==> src/rtl/zorro_arbiter.sv <==
// ----------------------------------------------------------------------------
// zorro_arbiter
//   Bus arbiter for a Zorro-style expansion bus. It collects requests from
//   SLOTS expansion slots plus one coprocessor, requests the bus from the CPU,
//   passes the CPU grant on to a single winner and tracks it until the new
//   master releases BGACKn. A grant that is never acknowledged is withdrawn
//   after TIMEOUT cycles.
//
//   Parameters
//     SLOTS    number of expansion slots (2..8)
//     RR_MODE  0 = fixed priority (slot 1 highest), 1 = round-robin
//     TIMEOUT  cycles a grant may wait for BGACKn; 0 disables the timeout
//
//   Ports (all active-low unless noted)
//     C7M      clock, rising edge
//     RESETn   asynchronous reset
//     BR       per-slot bus requests, bit 0 = slot 1
//     CBRn     coprocessor bus request (beats every slot)
//     BGn      CPU bus grant
//     BGACKn   bus-grant-acknowledge from the new master
//     BRn      registered bus request to the CPU
//     BG       registered per-slot grants
//     CBGn     registered coprocessor grant
//     OWNER    registered owner code (active-high): 0 none, 1..SLOTS slot,
//              SLOTS+1 coprocessor
//     TOUTn    one-cycle pulse when a grant times out
// ----------------------------------------------------------------------------
module zorro_arbiter #(
  parameter int SLOTS   = 5,
  parameter int RR_MODE = 0,
  parameter int TIMEOUT = 64
) (
  input  logic                       C7M,
  input  logic                       RESETn,
  input  logic [SLOTS-1:0]           BR,
  input  logic                       CBRn,
  input  logic                       BGn,
  input  logic                       BGACKn,
  output logic                       BRn,
  output logic [SLOTS-1:0]           BG,
  output logic                       CBGn,
  output logic [$clog2(SLOTS+2)-1:0] OWNER,
  output logic                       TOUTn
);

  localparam int OW = $clog2(SLOTS + 2);
  localparam int CW = (TIMEOUT > 0) ? $clog2(TIMEOUT + 1) : 1;

  localparam logic [OW-1:0] NONE      = '0;
  localparam logic [OW-1:0] SLOT1     = OW'(1);
  localparam logic [OW-1:0] LAST_SLOT = OW'(SLOTS);
  localparam logic [OW-1:0] COPRO     = OW'(SLOTS + 1);
  localparam logic [CW-1:0] CNT_LAST  = CW'((TIMEOUT > 0) ? (TIMEOUT - 1) : 0);

  typedef enum logic [1:0] {
    IDLE,
    REQ,
    GRANT,
    OWN
  } state_e;

  state_e           state_q, state_d;
  logic [OW-1:0]    owner_q, owner_d;
  logic [OW-1:0]    ptr_q,   ptr_d;
  logic [CW-1:0]    cnt_q,   cnt_d;
  logic             brn_q,   brn_d;
  logic [SLOTS-1:0] bg_q,    bg_d;
  logic             cbgn_q,  cbgn_d;
  logic             toutn_q, toutn_d;

  logic [SLOTS-1:0] slot_req;
  logic [OW-1:0]    search_start;
  logic [OW-1:0]    winner;
  logic             any_req;
  logic             owner_req;
  logic [OW-1:0]    ptr_next;
  logic [SLOTS-1:0] owner_grant;

  assign slot_req = ~BR;

  // Winner search. Fixed priority is a round-robin search that always starts
  // at slot 1: the first pass covers slots at or above the start point, the
  // second pass wraps around to the slots below it.
  always_comb begin
    search_start = (RR_MODE != 0) ? ptr_q : SLOT1;
    winner       = NONE;
    any_req      = 1'b0;
    if (!CBRn) begin
      winner  = COPRO;
      any_req = 1'b1;
    end
    for (int unsigned j = 0; j < SLOTS; j++) begin
      if (!any_req && slot_req[j] && (OW'(j + 1) >= search_start)) begin
        winner  = OW'(j + 1);
        any_req = 1'b1;
      end
    end
    for (int unsigned j = 0; j < SLOTS; j++) begin
      if (!any_req && slot_req[j]) begin
        winner  = OW'(j + 1);
        any_req = 1'b1;
      end
    end
  end

  // Is the latched owner still requesting, and which BG bit belongs to it.
  always_comb begin
    owner_req   = 1'b0;
    owner_grant = '1;
    if (owner_q == COPRO) begin
      owner_req = !CBRn;
    end
    for (int unsigned j = 0; j < SLOTS; j++) begin
      if (owner_q == OW'(j + 1)) begin
        owner_req      = slot_req[j];
        owner_grant[j] = 1'b0;
      end
    end
  end

  // Pointer moves one past the slot just served; coprocessor tenures leave
  // the rotation untouched.
  always_comb begin
    ptr_next = ptr_q;
    if ((RR_MODE != 0) && (owner_q != COPRO) && (owner_q != NONE)) begin
      ptr_next = (owner_q == LAST_SLOT) ? SLOT1 : (owner_q + SLOT1);
    end
  end

  always_comb begin
    state_d = state_q;
    owner_d = owner_q;
    ptr_d   = ptr_q;
    cnt_d   = '0;
    brn_d   = brn_q;
    bg_d    = bg_q;
    cbgn_d  = cbgn_q;
    toutn_d = 1'b1;

    case (state_q)
      IDLE: begin
        if (any_req) begin
          owner_d = winner;
          brn_d   = 1'b0;
          state_d = REQ;
        end
      end

      REQ: begin
        if (!owner_req) begin
          brn_d   = 1'b1;
          owner_d = NONE;
          state_d = IDLE;
        end else if (!BGn) begin
          if (owner_q == COPRO) begin
            cbgn_d = 1'b0;
          end else begin
            bg_d = owner_grant;
          end
          state_d = GRANT;
        end
      end

      GRANT: begin
        // Acknowledge is tested first so a late BGACKn in the final
        // timeout cycle still wins over the timeout.
        if (!BGACKn) begin
          bg_d    = '1;
          cbgn_d  = 1'b1;
          brn_d   = 1'b1;
          state_d = OWN;
        end else if ((TIMEOUT != 0) && (cnt_q == CNT_LAST)) begin
          bg_d    = '1;
          cbgn_d  = 1'b1;
          brn_d   = 1'b1;
          toutn_d = 1'b0;
          owner_d = NONE;
          ptr_d   = ptr_next;
          state_d = IDLE;
        end else begin
          cnt_d = (cnt_q == '1) ? cnt_q : (cnt_q + 1'b1);
        end
      end

      OWN: begin
        if (BGACKn) begin
          owner_d = NONE;
          ptr_d   = ptr_next;
          state_d = IDLE;
        end
      end

      default: begin
        state_d = IDLE;
        owner_d = NONE;
        brn_d   = 1'b1;
        bg_d    = '1;
        cbgn_d  = 1'b1;
      end
    endcase
  end

  always_ff @(posedge C7M or negedge RESETn) begin
    if (!RESETn) begin
      state_q <= IDLE;
      owner_q <= NONE;
      ptr_q   <= SLOT1;
      cnt_q   <= '0;
      brn_q   <= 1'b1;
      bg_q    <= '1;
      cbgn_q  <= 1'b1;
      toutn_q <= 1'b1;
    end else begin
      state_q <= state_d;
      owner_q <= owner_d;
      ptr_q   <= ptr_d;
      cnt_q   <= cnt_d;
      brn_q   <= brn_d;
      bg_q    <= bg_d;
      cbgn_q  <= cbgn_d;
      toutn_q <= toutn_d;
    end
  end

  assign BRn   = brn_q;
  assign BG    = bg_q;
  assign CBGn  = cbgn_q;
  assign OWNER = owner_q;
  assign TOUTn = toutn_q;

endmodule

==> config.mk <==
export PLATFORM = sky130hd
export DESIGN_NAME = zorro_arbiter
export DESIGN_NICKNAME = d
export VERILOG_FILES = /design/src/rtl/zorro_arbiter.sv
export SDC_FILE = /design/constraint.sdc
export NUM_CORES = 1
export LEC_CHECK = 0
export ABC_AREA = 1
export CAP_MARGIN = 20
export CORE_ASPECT_RATIO = 0.8
export CORE_UTILIZATION = 35
export DETAILED_ROUTE_END_ITERATION = 16
export SLEW_MARGIN = 20
export SYNTH_ARGS = -nofsm -noshare
export SYNTH_HDL_FRONTEND = slang
export SYNTH_SLANG_ARGS = --single-unit
==> constraint.sdc <==
create_clock -name C7M -period 3.5 [get_ports C7M]
set_input_delay 0.7 -clock C7M [delete_from_list [all_inputs] [get_ports C7M]]
set_output_delay 0.7 -clock C7M [all_outputs]
set_load 0.02 [all_outputs]
==> results.toml <==
[critical_path]
critical_path_arrival_ns = 1.46
crit_path_end_kind = "primary output"
worstSetupPathType = "reg2out"
reg2reg_from = "state_q[0]"
cpPeakStageDelay_ns = 0.67
rr_worst_depth = 7
cp_cell_sequence = "clkdlybuf4s50_1"
rrSetupSlack_ns = 1.59
slowest_stage = "clkdlybuf4s50_1"
critPathBufInv = 1
required_ns = 2.80
timing.rr.end = "BG[4]"
path_delay_family = "buffers and inverters"
cp_max_fo = 7
start_kind = "flip-flop"

[sta]
tns_ns = 0
layout_setup_ws_ns = 1.34
setup_viol = 0
hold_viol = 0
fin_crit_sh_pct = 61.6
slew_violations = 0
slew_headroom_pct = 39.1
tightest_slew_ns = 0.911
rsz0062_at_grt = "false"
max_freq_mhz = 464
period_minus_slack_ns = 2.16
fin_skew_ns = 0.00627

[global_routing]
grt_max_degree = 21
grt_first_pass_wirelength_um = 4890
gr-usage-all-layers_pct = 15.5
antenna_found_initial = 0
grt_pass1_vias = 1127
grt_overflow = 0

[route]
wl_um = 2880
drt-initial-drc-count = 53
post_drt_wl_per_cell_um = 12.2
firstDrtPassIters = 6
drc = 0
ant_nets = 0
vias_per_cell = 4.95
vias = 1169

[clocking]
cts_tree = "done"
clk_latency_ns = 0.26
h-tree-depth = 1
cts_resized = 0
cts_buffers = 3
path_clk_slew_ns = 0.08
cts_setup_buffers = 0
ctsHoldBuffers = 0
clock_path_buffers = 2
cts-root-buf = "clkbuf_8"
cts.sinks = 20

[power_and_ir_drop]
p_total_uw = 1390
p_leak_uw = 0.000774
power_density_mw_per_mm2 = 849
vdd_ir_drop_max_mv = 0.355

[die]
io_pins = 21
die_w_um = 70.9
coreArea_sq_mm = 0.00352
rows = 19
initial_core_util_pct = 37.7
die_area_sq_mm = 0.00404
fp.dieH_um = 57.1

[yosys]
yosys.area.top_type = "dfrtp_1"
synth_top_family_by_area = "simple AND/OR/NAND/NOR gates"
synth-adder-area-share_pct = 6.60
netlist_instances = 172
netlist_top_cells_area = "dfrtp_1 (23%), dfstp_2 (16%), nand2_1 (14%)"
muxShareOfSynthArea_pct = 0
synth_seq_cells = 20
seq_area_frac_synth_pct = 38.5
postSynthAreaPerCell_sq_um = 7.72
synth-compound-area-share_pct = 8.39
yosys_warnings = 0
synthXorXnorAreaFrac_pct = 0.660
syn_area_sq_mm = 0.00133
synth_nets = 189
synth_top_area_share_pct = 22.6
synth-simple-area-share_pct = 37.6
synth_cell_types = 29

[cells_and_area]
multi_input_area_sq_um = 707
syn_to_final_growth_pct = 23.2
fillCellCount = 368
nets = 212
drive_gt1_share_pct = 18.0
diodes = 0
area.sequential_sq_um = 510
design_area_sq_mm = 0.00164
final_cell_count_no_fill = 236

[placed_design]
place_inst = 232
hpwl_um = 2240
io_buffer_count = 20
place_congestion = 0.808
place_area_sq_mm = 0.00156
pre_cts_slack_ns = 1.31

[worst_hold_path]
min_path_cells = 2
min_to = "BRn"
min_from = "BRn"
min_path_type = "reg2reg"

[outcome]
outcome = "completed"

[run]
cap_violations = 0
-- layout by cell type (no fill, tap or decap) --
cell type,Yosys,layout
a211oi_1,1,1
a21oi_1,9,9
a221oi_1,1,1
a31oi_1,1,1
and3_1,1,1
bufinv_16,0,1
clkbuf_8,0,3
clkdlybuf4s50_1,0,20
dfrtp_1,12,12
dfstp_2,8,8
ha_1,7,7
inv_1,19,19
inv_2,6,6
nand2_1,50,50
nand2_2,5,5
nand2_4,3,3
nand3_1,10,10
nand3_2,3,3
nand4_1,10,10
nand4_2,2,2
nor2_1,7,7
nor2_2,1,1
nor3_1,4,4
nor3_2,2,2
o211ai_1,1,1
o21a_1,1,1
o21ai_0,2,2
o21ai_1,2,2
o21ai_2,1,1
xor2_1,1,1
-- per-stage QoR --
step | hold slack (ns) | util (%)
final | 0.464 | 46.5
after global routing | 0.482 | 46.5
after CTS | 0.466 | 46.5
after detailed placement | 0.453 | 44.5
after global placement | 0.449 | 44.5
after floorplan | 0.404 | -
-- power by group --
part / leakage (uW) / switching (uW) / internal (uW)
combinational: 0.000492 / 456 / 295
clock: 0.0000357 / 79.5 / 153
sequential: 0.000246 / 70.9 / 335
total: 0.000774 / 607 / 782
-- synth_stat cells --
cell type,count
o21ai_2,1
nor3_1,4
ha_1,7
dfrtp_1,12
a21oi_1,9
o21a_1,1
inv_1,19
buf_6,1
nand4_1,10
and3_1,1
nor2_1,7
o21ai_1,2
inv_2,6
o21ai_0,2
nand3_1,10
nand4_2,2
a31oi_1,1
nor2_2,1
nand3_2,3
a211oi_1,1
buf_2,1
nor3_2,2
o211ai_1,1
xor2_1,1
nand2_4,3
nand2_1,50
a221oi_1,1
nand2_2,5
dfstp_2,8
-- layer usage --
layer / GRT usage (%) / wire [um] / part of all wire [%] / vias to the layer above
li1: - / - / - / 604
met1: 21.1 / 1490 / 52 / 542
met2: 24.9 / 1270 / 44 / 16
met3: 3.71 / 84 / 2.9 / 7
met4: 4.29 / 36 / 1.3 / 0
met5: 0 / 0 / 0 / -
-- worst max path at each step --
stage	end	cells after the start	startpoint	slack (ns)
finish	OWNER[1]	1	OWNER[1]	1.34
global route	OWNER[1]	1	OWNER[1]	1.29
CTS	OWNER[1]	1	OWNER[1]	1.33
detailed placement	OWNER[1]	8	CBRn	1.31
global placement	OWNER[1]	8	CBRn	1.33
floorplan	BG[0]	7	state_q[0]	1.93
-- flip-flops by register name (all words and copies together) (netlist names) --
name,flops
BG,5
BRn,1
CBGn,1
OWNER,3
TOUTn,1
cnt_q,7
state_q,2
-- area by class of cell --
type | instances | share of cell area, %
Tap cell | 42 | 3.21
Clock buffer | 3 | 2.52
Sequential cell | 20 | 31.2
Inverter | 25 | 5.74
Timing Repair Buffer | 20 | 12.2
Multi-Input combinational cell | 125 | 43.2
Clock inverter | 1 | 1.84
-- cells by family (layout without fill, tap and decap cells) --
kind of cell               after synthesis  in the layout
AOI/OAI and AO/OA                       19             19
xor gates and xnor gates                 1              1
adders and majority gates                7              7
buffers and inverters                   27             49
DFF                                     20             20
and+or+nand+nor                         98             98
No activity file was read; power rests on OpenSTA's default activity.
